===== config.mk =====
export PLATFORM = sky130hd
export DESIGN_NAME = uart_rx_fifo
export DESIGN_NICKNAME = d
export VERILOG_FILES = /design/src/rtl/uart_rx_fifo.sv
export SDC_FILE = /design/constraint.sdc
export NUM_CORES = 1
export LEC_CHECK = 0
export CAP_MARGIN = 20
export CORE_UTILIZATION = 60
export CTS_CLUSTER_DIAMETER = 80
export DETAILED_ROUTE_END_ITERATION = 16
export GPL_TIMING_DRIVEN = 0
export PLACE_DENSITY = 0.77
export SYNTH_ARGS = -nofsm -noshare
export SYNTH_HDL_FRONTEND = slang
export SYNTH_SLANG_ARGS = --single-unit

===== constraint.sdc =====
create_clock -name clk -period 2.9 [get_ports clk]
set_input_delay 0.29 -clock clk [delete_from_list [all_inputs] [get_ports clk]]
set_output_delay 0.29 -clock clk [all_outputs]
set_load 0.03 [all_outputs]

===== src/rtl/uart_rx_fifo.sv =====
// Oversampled UART receiver feeding a first-word-fall-through byte FIFO.
// Define RX_ERR_COUNT_EN to add the saturating err_count output.
module uart_rx_fifo #(
   parameter int RECEIVER_PERIOD = 646,
   parameter int FIFO_WIDTH      = 4
) (
   input  logic        clk,
   input  logic        rst,
   input  logic        UART_RX,
   output logic [7:0]  out_data,
   output logic        out_valid,
   input  logic        out_ready,
   output logic        overrun,
   output logic        framing_err
`ifdef RX_ERR_COUNT_EN
   ,
   output logic [15:0] err_count
`endif
);

   localparam int CNT_W = $clog2(2*RECEIVER_PERIOD);
   localparam logic [CNT_W-1:0] HALF_LAST = CNT_W'(RECEIVER_PERIOD-1);
   localparam logic [CNT_W-1:0] FULL_LAST = CNT_W'(2*RECEIVER_PERIOD-1);
   localparam int DEPTH = 2**FIFO_WIDTH;

   localparam logic [2:0] S_IDLE  = 3'd0;
   localparam logic [2:0] S_START = 3'd1;
   localparam logic [2:0] S_DATA  = 3'd2;
   localparam logic [2:0] S_STOP  = 3'd3;
   localparam logic [2:0] S_BREAK = 3'd4;

   logic             rx_meta_q, rx_s_q;
   logic [2:0]       state_q, state_d;
   logic [CNT_W-1:0] cnt_q, cnt_d;
   logic [2:0]       idx_q, idx_d;
   logic [7:0]       sh_q, sh_d;
   logic             stop_ok, stop_bad;

   logic [FIFO_WIDTH:0] wr_q, wr_d, rd_q, rd_d;
   logic [7:0]          mem_q [DEPTH];
   logic                empty, full, pop, push_ok;
   logic                overrun_q, framing_q;

   always_comb begin
      state_d  = state_q;
      cnt_d    = cnt_q;
      idx_d    = idx_q;
      sh_d     = sh_q;
      stop_ok  = 1'b0;
      stop_bad = 1'b0;
      case (state_q)
         S_IDLE: if (!rx_s_q) begin
            state_d = S_START;
            cnt_d   = '0;
         end
         // Start bit is re-checked at mid-bit so short glitches fall back to idle.
         S_START: if (cnt_q == HALF_LAST) begin
            cnt_d   = '0;
            idx_d   = '0;
            state_d = rx_s_q ? S_IDLE : S_DATA;
         end else cnt_d = cnt_q + CNT_W'(1);
         S_DATA: if (cnt_q == FULL_LAST) begin
            cnt_d = '0;
            sh_d  = {rx_s_q, sh_q[7:1]};
            if (idx_q == 3'd7) state_d = S_STOP;
            else               idx_d   = idx_q + 3'd1;
         end else cnt_d = cnt_q + CNT_W'(1);
         S_STOP: if (cnt_q == FULL_LAST) begin
            cnt_d = '0;
            if (rx_s_q) begin
               stop_ok = 1'b1;
               state_d = S_IDLE;
            end else begin
               stop_bad = 1'b1;
               state_d  = S_BREAK;
            end
         end else cnt_d = cnt_q + CNT_W'(1);
         S_BREAK: if (rx_s_q) state_d = S_IDLE;
         default: state_d = S_IDLE;
      endcase
   end

   assign empty     = (rd_q == wr_q);
   assign full      = (rd_q[FIFO_WIDTH] != wr_q[FIFO_WIDTH]) &&
                      (rd_q[FIFO_WIDTH-1:0] == wr_q[FIFO_WIDTH-1:0]);
   assign pop       = !empty && out_ready;
   // A pop in the same cycle frees the slot the push lands in.
   assign push_ok   = stop_ok && (!full || pop);
   assign wr_d      = push_ok ? wr_q + 1'b1 : wr_q;
   assign rd_d      = pop ? rd_q + 1'b1 : rd_q;

   assign out_data    = mem_q[rd_q[FIFO_WIDTH-1:0]];
   assign out_valid   = !empty;
   assign overrun     = overrun_q;
   assign framing_err = framing_q;

   always_ff @(posedge clk or posedge rst) begin
      if (rst) begin
         rx_meta_q <= 1'b1;
         rx_s_q    <= 1'b1;
         state_q   <= S_IDLE;
         cnt_q     <= '0;
         idx_q     <= '0;
         sh_q      <= '0;
         wr_q      <= '0;
         rd_q      <= '0;
         overrun_q <= 1'b0;
         framing_q <= 1'b0;
      end else begin
         rx_meta_q <= UART_RX;
         rx_s_q    <= rx_meta_q;
         state_q   <= state_d;
         cnt_q     <= cnt_d;
         idx_q     <= idx_d;
         sh_q      <= sh_d;
         wr_q      <= wr_d;
         rd_q      <= rd_d;
         overrun_q <= stop_ok && !push_ok;
         framing_q <= stop_bad;
      end
   end

   always_ff @(posedge clk) begin
      if (push_ok) mem_q[wr_q[FIFO_WIDTH-1:0]] <= sh_q;
   end

`ifdef RX_ERR_COUNT_EN
   logic [15:0] err_q;
   always_ff @(posedge clk or posedge rst) begin
      if (rst)
         err_q <= '0;
      else if ((overrun_q || framing_q) && err_q != 16'hFFFF)
         err_q <= err_q + 16'd1;
   end
   assign err_count = err_q;
`endif

endmodule


==> results of run 1 <==
[cells in the mapped netlist, drive strengths merged (2+ instances only)]
| master | instances | area, sq um |
|---|---|---|
| a211oi | 8 | 60.1 |
| a21o | 2 | 15.0 |
| a21oi | 12 | 60.1 |
| a22o | 2 | 17.5 |
| a31oi | 2 | 42.5 |
| and3 | 2 | 13.8 |
| and3b | 3 | 26.3 |
| and4 | 2 | 17.5 |
| buf | 17 | 113 |
| clkbuf | 8 | 31.3 |
| dfrtp | 37 | 926 |
| dfstp | 2 | 52.6 |
| edfxtp | 128 | 3840 |
| ha | 9 | 113 |
| inv | 7 | 26.3 |
| mux2 | 11 | 128 |
| mux2i | 8 | 80.1 |
| mux4 | 32 | 721 |
| nand2 | 25 | 93.8 |
| nand2b | 7 | 43.8 |
| nand3 | 4 | 20.0 |
| nand4 | 4 | 31.3 |
| nor2 | 9 | 33.8 |
| nor2b | 10 | 62.6 |
| nor3 | 22 | 178 |
| nor3b | 3 | 22.5 |
| nor4 | 2 | 12.5 |
| o2111ai | 2 | 17.5 |
| o211ai | 8 | 73.8 |
| o21ai | 9 | 56.3 |
| o22ai | 5 | 31.3 |
| o31a | 2 | 17.5 |
| or4 | 2 | 15.0 |
| xnor2 | 14 | 123 |
[cell families after synthesis]
group           after synthesis
flops                       167
simple gates                102
compound gates               54
mux                          51
buf+inv                      32
xor+xnor                     15
fa+ha+maj                     9
[power by group]
part / internal [mW] / leakage [nW] / switching [mW] / total (mW)
sequential: 2.55 / 2.01 / 0.00101 / 2.55
combinational: 0.00537 / 0.925 / 0.0173 / 0.0227
clock: 1.52 / 0.307 / 0.901 / 2.42
total: 4.08 / 3.25 / 0.919 / 5.00
[cell usage in the layout, fill, tap and decap left out, drive strengths merged, types with 3 or more instances in the layout]
cell type and count:
o21ai 9, nand2b 7, and3b 3, clkbuf 28
mux2i 8, bufinv 5, clkdlybuf4s50 5, mux4 32
inv 8, nor2 9, mux2 11, a211oi 8
nor3 22, o211ai 8, nand4 4, xnor2 14
a21oi 12, o22ai 5, dfrtp 37, clkinv 5
buf 22, nor2b 10, nand3 4, clkdlybuf4s15 6
nor3b 3, nand2 25, ha 9, edfxtp 128
[cell type report]
type,count,area (sq um),area share
Clock buffer,19,433,0.0526
Timing Repair Buffer,18,168,0.0204
Tap cell,143,179,0.0218
Inverter,7,26.3,0.00319
Buffer,25,164,0.0199
Multi-Input combinational cell,231,2230,0.271
Sequential cell,167,4820,0.586
Clock inverter,13,203,0.0246
[state kept, by name (all words and copies together), names as in the netlist]
name	flops
state_q	3
idx_q	3
framing_err	1
cnt_q	11
rd_q	5
rx_s_q	1
rx_meta_q	1
overrun	1
sh_q	8
wr_q	5
mem_q	128
[worst paths after layout]
check,end,slack [ps],cells past startpoint
max in group asynchronous,state_q[1]$_DFFE_PP0P_,2040,2
min in group asynchronous,cnt_q[6]$_DFFE_PP0P_,330,2
max,mem_q[6][5]$_DFFE_PP_,70,7
max reg2reg,mem_q[6][5]$_DFFE_PP_,70,7
min reg2reg,rx_s_q$_DFF_PP1_,360,0
min,rx_meta_q$_DFF_PP1_,270,1
[timing repair]
item,CTS,global route
setup endpoints to repair,8,90
resized for setup,26,10
hold buffers,0,0
[through the flow]
step / util / cell area (sq um) / power [mW] / setup slack, ps
2_1_floorplan: - / 7210 / 2.61 / 487
3_3_place_gp: 0.651 / 7520 / 2.62 / -250
3_5_place_dp: 0.653 / 7560 / 2.62 / 70.4
4_1_cts: 0.710 / 8210 / 5.02 / 20.2
5_1_grt: 0.711 / 8220 / 5.11 / -94.0
6_report: 0.711 / 8220 / 5.00 / 72.9
[layer usage]
layer,up-vias,track usage,wire length [um]
met1,2029,0.359,6100
met3,19,0.0452,907
met4,0,0.0946,220
met2,131,0.390,6860
met5,-,0,0
li1,1760,-,-
==> results.txt, run 1 <==
Status: complete, but fails checks
Fraction of registers with async set/reset: 0.234
Initial antenna violation count: 0
Row count: 39
Gr ovfl total: 0
Worst Path Arrival: 2880 ps
# diodes: 0
CP Launch Type: register
Slowest CP cell: nor3_2
Synth Area in Adders: 0.0156
H-tree depth: 4
Clk buf depth: 2
Clock-pin slew on the worst setup and hold paths: 60 ps
DRT Pass-1 Iters: 12
CTS tree: built
Final clock skew: 5.35 ps
Largest family of logic cells by synthesized area: multiplexers
Slew @ Worst Pin: 828 ps
Cell mode on critical path: buf_6
Fin Hold WS: 273 ps
Final wirelength: 14,100 um
Worst EP required: 2960 ps
HP Start: UART_RX
Top FF cell, synth: edfxtp_1
Max-cap violations: 0
Peak VDD IR: 0.342 mV
Core Region: 11,600 sq um
Sum Neg Setup Slack: 0 ps
Cts bufs inserted: 17
Layout cells sized above 1: 0.265
P_leak: 3.25 nW
First-pass GRT wire length: 22,500 um
Final-layout fill cell count: 705
Die area: 12,500 sq um
Worst-Skew Late Latency: 430 ps
Hold Vio Cnt, Final: 0
Detail Route Antenna Nets: 0
Final setup fails: 0
Compound-Gate Fraction of Synth Area: 0.0566
Hold Path Class: input port to register
Kind of critical path: register to register
XOR/XNOR Fraction of Synth Area: 0.0182
RR Startpoint: cnt_q[0]$_DFFE_PP0P_
Fin crit period: 2830 ps
Vias per Instance: 6.32
Endpoint class of the critical path: register
Failing checks: design-rule violations
Die height: 112 um
#FFs+latches synth: 167
TritonCTS Sinks: 167
Starting Density: 0.623
Final period util: 0.975
Syn Inst Count: 430
Slew margin rel.: 0.445
Sequential share of the synthesized area: 0.669
Tot GR Track Use: 0.250
Pin count of the biggest net entering global routing: 40
Drt first-iter violations: 374
Drc violations: 2
Post-synthesis cell type count: 56
I/O Pins: 15
Final Non-Filler Cells: 623
Inst Count DP: 591
Max incr delay on CP: 670 ps
Vias in the first global route: 3,979
Die Width: 112 um
Clock root buffer: clkbuf_16
Syn Nets: 443
Fin. max-slew vios: 0
Crit path cell chain: ha_1 > nor4bb_1 > and4_1 > buf_6 > o21ai_4 > buf_6 > nor3_2
Via Count: 3,939
Max Fclk: 354 MHz
Unrepaired setup endpoints after global routing: true
Post-synthesis mux area share: 0.129
Post-synth EDFFs: 128
Critical Path Fanout Max: 10
Post-CTS Setup Inserts: 0
P per Cell Area: 608 nW/um^2
Final HPWL DP: 9090 um
YS warnings: 0
P&R area growth vs syn: 14.1%
Crit path from: cnt_q[0]$_DFFE_PP0P_
GPL Wtd Cong: 0.831
Cell Area, Synth: 7210 sq um
IO Port Bufs: 14
Kind of cell adding the most delay to the critical path: simple AND/OR/NAND/NOR gates
Wirelength per Cell: 22.6 um
Simple-gate share of the synthesized area: 0.0879
Buf/Inv on CP: 2
# nets final: 480
Syn avg cell area: 16.8 sq um
(Power assumes the default switching activity.)
==> run 2: changes to the inputs <==
Settings changed: CORE_MARGIN from default to 2, CORE_UTILIZATION 60 to 40, PLACE_DENSITY 0.77 to default.
==> results.txt, run 2 (synthesized netlist as in run 1, its figures left out) <==
Status: finished, final reports clean
Fin. max-slew vios: 0
Fin crit period: 2860 ps
Detail Route Antenna Nets: 0
Layout cells sized above 1: 0.274
Crit path from: cnt_q[0]$_DFFE_PP0P_
# hold bufs at CTS: 0
TritonCTS Sinks: 167
Die Width: 138 um
Final period util: 0.987
Peak VDD IR: 0.444 mV
Initial antenna violation count: 0
Final wirelength: 14,400 um
First-pass GRT wire length: 22,600 um
Clock root buffer: clkbuf_16
Slew margin rel.: 0.447
Hold Vio Cnt, Final: 0
GR Layer Usage met1: 0.199
Kind of critical path: register to register
Max FFs per register: 128
Starting Density: 0.404
Wirelength per Cell: 20.3 um
H-tree depth: 4
Final-layout fill cell count: 1,527
P_leak: 3.21 nW
Critical Path Fanout Max: 10
CTS tree: built
# nets final: 481
Pin count of the biggest net entering global routing: 40
Inst Count DP: 678
Vias in the first global route: 3,972
Gr ovfl total: 0
Cell mode on critical path: buf_6
Final Non-Filler Cells: 710
Endpoint class of the critical path: register
Die area: 19,100 sq um
RR Startpoint: cnt_q[0]$_DFFE_PP0P_
Worst EP required: 2960 ps
Sum Neg Setup Slack: 0 ps
Final HPWL DP: 9520 um
Row count: 49
P&R area growth vs syn: 14.9%
Clock network fraction of design power: 0.463
Final setup fails: 0
Max incr delay on CP: 690 ps
Switching Share: 0.203
Clk buf depth: 2
Max Fclk: 349 MHz
R2R Setup Slk: 40 ps
Cts bufs inserted: 17
Drc violations: 0
GRT met3 Usage: 0.0364
CP Launch Type: register
FF-to-FF End: mem_q[10][4]$_DFFE_PP_
Drt first-iter violations: 333
Post-CTS Setup Inserts: 0
Worst-Skew Late Latency: 430 ps
Combinational share of power: 0.005
GR peak layer: met2
Via Count: 3,773
Slowest CP cell: nor3_2
Slew @ Worst Pin: 825 ps
Global-route met2 utilization: 0.274
P per Cell Area: 579 nW/um^2
Clock-pin slew on the worst setup and hold paths: 60 ps
Post-CTS Resized: 21
Worst Path Arrival: 2920 ps
Unrepaired setup endpoints after global routing: true
Seq pwr share: 0.532
# diodes: 0
Die height: 138 um
DRT Pass-1 Iters: 4
P_int: 3.82 mW
Net switching power: 0.973 mW
Tot GR Track Use: 0.159
Most frequent cells in the layout: edfxtp_1, dfrtp_1, mux4_2
IO Port Bufs: 14
Vias per Instance: 5.31
Hold Path Class: input port to register
Core Region: 17,800 sq um
Final clock skew: 9.36 ps
Crit path cell chain: ha_1 > nor4bb_1 > and4_1 > buf_6 > o21ai_4 > buf_6 > nor3_2
I/O Pins: 15
Max-cap violations: 0
Commonest non-fill, non-tap cell in the layout: edfxtp_1
Setup crit end: mem_q[10][4]$_DFFE_PP_
GPL Wtd Cong: 0.763
Worst Reg-to-Reg Cells: 7
[run 2: routing by layer]
| metal | share of wire | up-vias |
|---|---|---|
| met5 | 0 | - |
| met4 | 0.014 | 0 |
| met3 | 0.021 | 15 |
| met2 | 0.52 | 40 |
| met1 | 0.45 | 1955 |
| li1 | - | 1763 |
[run 2: worst max-delay path, delay by kind of cell (launching register included)]
family	cells	cell delay [ps]
fa+ha+maj	1	280
simple gates	3	1360
buf+inv	2	320
compound gates	1	100
flops	1	420
[run 2: final cells by class]
cell class	count	area [sq um]	area share
clock inverter	15	155	0.0187
sequential	167	4820	0.583
timing repair buffer	19	148	0.0178
inverter	7	26.3	0.00317
tap	229	287	0.0346
multi-input combinational	231	2250	0.272
buffer	25	166	0.0201
clock buffer	17	425	0.0514
[run 2: how the worst min path moves through the flow]
| stage | start | endpoint | slack, ps | cells after the start |
|---|---|---|---|---|
| after floorplan | UART_RX | rx_meta_q$_DFF_PP1_ | 290 | 0 |
| after global placement | rx_meta_q$_DFF_PP1_ | rx_s_q$_DFF_PP1_ | 350 | 0 |
| after detailed placement | rx_meta_q$_DFF_PP1_ | rx_s_q$_DFF_PP1_ | 350 | 0 |
| after CTS | UART_RX | rx_meta_q$_DFF_PP1_ | 260 | 1 |
| after global routing | UART_RX | rx_meta_q$_DFF_PP1_ | 270 | 1 |
| final | UART_RX | rx_meta_q$_DFF_PP1_ | 270 | 1 |
[run 2: power by group through the flow]
stage / combinational [mW] / clock [mW] / sequential, mW
6_report: 0.0225 / 2.22 / 2.55
5_1_grt: 0.0262 / 2.37 / 2.55
3_5_place_dp: 0.0236 / 0 / 2.60
2_1_floorplan: 0.0136 / 0 / 2.60
3_3_place_gp: 0.0225 / 0 / 2.60
4_1_cts: 0.0236 / 2.25 / 2.55
[run 2: stage by stage]
step	area, sq um	power, mW	setup WS [ps]	util	hold WS (ps)
floorplan	7210	2.61	487	-	294
global placement	7630	2.62	-191	0.428	349
detailed placement	7670	2.62	-24.0	0.430	350
CTS	8270	4.82	1.20	0.464	263
global route	8280	4.94	-104	0.464	272
finish	8280	4.79	36.4	0.464	272
==> run 3: changes to the inputs <==
Settings changed: CAP_MARGIN 20 to default.
==> results.txt, run 3 (synthesized netlist as in run 1, its figures left out) <==
Die height: 138 um
Vias per Instance: 5.37
Kind of critical path: register to register
Commonest non-fill, non-tap cell in the layout: edfxtp_1
Pin count of the biggest net entering global routing: 40
Post-layout instance area: 8250 sq um
Max-cap violations: 0
IO Port Bufs: 14
Final wirelength: 14,300 um
Final setup fails: 0
Core Region: 17,800 sq um
I/O Pins: 15
Hold Path Class: input port to register
Worst-Skew Late Latency: 430 ps
DRT Pass-1 Iters: 4
Peak VDD IR: 0.463 mV
First-pass GRT wire length: 22,500 um
Final period util: 0.988
GPL Wtd Cong: 0.763
Vias in the first global route: 3,970
Critical Path Fanout Max: 10
Max FFs per register: 128
P_leak: 3.17 nW
Slew margin rel.: 0.450
Fin Hold WS: 274 ps
P per Cell Area: 575 nW/um^2
Hold Vio Cnt, Final: 0
# diodes: 0
Fin. max-slew vios: 0
Most frequent cells in the layout: edfxtp_1, dfrtp_1, mux4_2
Row count: 49
Initial antenna violation count: 0
Endpoint class of the critical path: register
Cts bufs inserted: 17
Post-CTS Setup Inserts: 0
Wirelength per Cell: 20.3 um
Die Width: 138 um
Die area: 19,100 sq um
Tot GR Track Use: 0.157
Fin crit period: 2860 ps
Slew @ Worst Pin: 820 ps
Starting Density: 0.404
# nets final: 476
Gr ovfl total: 0
CTS tree: built
Worst EP required: 2960 ps
Drc violations: 0
CP Launch Type: register
Unrepaired setup endpoints after global routing: true
Max Fclk: 349 MHz
Final HPWL DP: 9270 um
Post-route total power: 4.74 mW
Drt first-iter violations: 250
Status: finished, final reports clean
Clock root buffer: clkbuf_16
Via Count: 3,785
Detail Route Antenna Nets: 0
P&R area growth vs syn: 14.4%
TritonCTS Sinks: 167
Clk buf depth: 2
Final clock skew: 10.5 ps
Post-layout util: 0.462
Post-Place Cell Area: 7630 sq um
Worst Path Arrival: 2920 ps
H-tree depth: 4
Layout cells sized above 1: 0.271
Clock-pin slew on the worst setup and hold paths: 70 ps
run 3: final cells by class:
cell class	instances	area (sq um)
clock buffers	17	425
repair buffers	14	118
flip-flops and latches	167	4820
clock inverters	15	146
multi-input cells	231	2250
well taps	229	287
plain buffers	25	170
fillers	1530	9600
inverters	7	26.3
run 3: where the power goes:
group | internal, mW | switching (mW) | leakage (nW)
clock | 1.20 | 0.969 | 0.263
sequential | 2.55 | 0.00106 | 2.01
combinational | 0.00537 | 0.0171 | 0.898
run 3: worst paths after layout:
kind	slack, ps	cells after the start	endpoint	from
setup / recovery	40	7	mem_q[5][4]$_DFFE_PP_	cnt_q[0]$_DFFE_PP0P_
hold / removal	270	1	rx_meta_q$_DFF_PP1_	UART_RX
setup reg to reg	40	7	mem_q[5][4]$_DFFE_PP_	cnt_q[0]$_DFFE_PP0P_
hold reg to reg	360	0	rx_s_q$_DFF_PP1_	rx_meta_q$_DFF_PP1_
max in group asynchronous	2030	2	sh_q[0]$_DFFE_PP0P_	rst
min in group asynchronous	350	2	rd_q[4]$_DFFE_PP0P_	rst
run 3: critical path: stages (launching register included):
cell	delay, ps
dfrtp_1	420
ha_1	270
nor4bb_1	410
and4_1	270
buf_6	140
o21ai_4	100
buf_6	180
nor3_2	690
run 3: timing repair:
action                     CTS  global route
hold buffers                 0             0
setup endpoints to repair   48            96
resized for setup           27            17
run 3: metrics by stage:
stage	TNS [ps]	instances	setup WS [ps]
6_report	0	705	35.8
5_1_grt	-9610	705	-164
4_1_cts	-13.3	705	-13.3
2_1_floorplan	0	430	487
3_5_place_dp	-7100	673	-210
3_3_place_gp	-4920	673	-191
run 3: layer usage:
metal  up-vias  wire length (um)  GRT usage
met4         0               189     0.0532
met3        16               496     0.0333
met1      1945              6300      0.201
li1       1757                 -          -
met2        67              7300      0.267
met5         -                 0          0
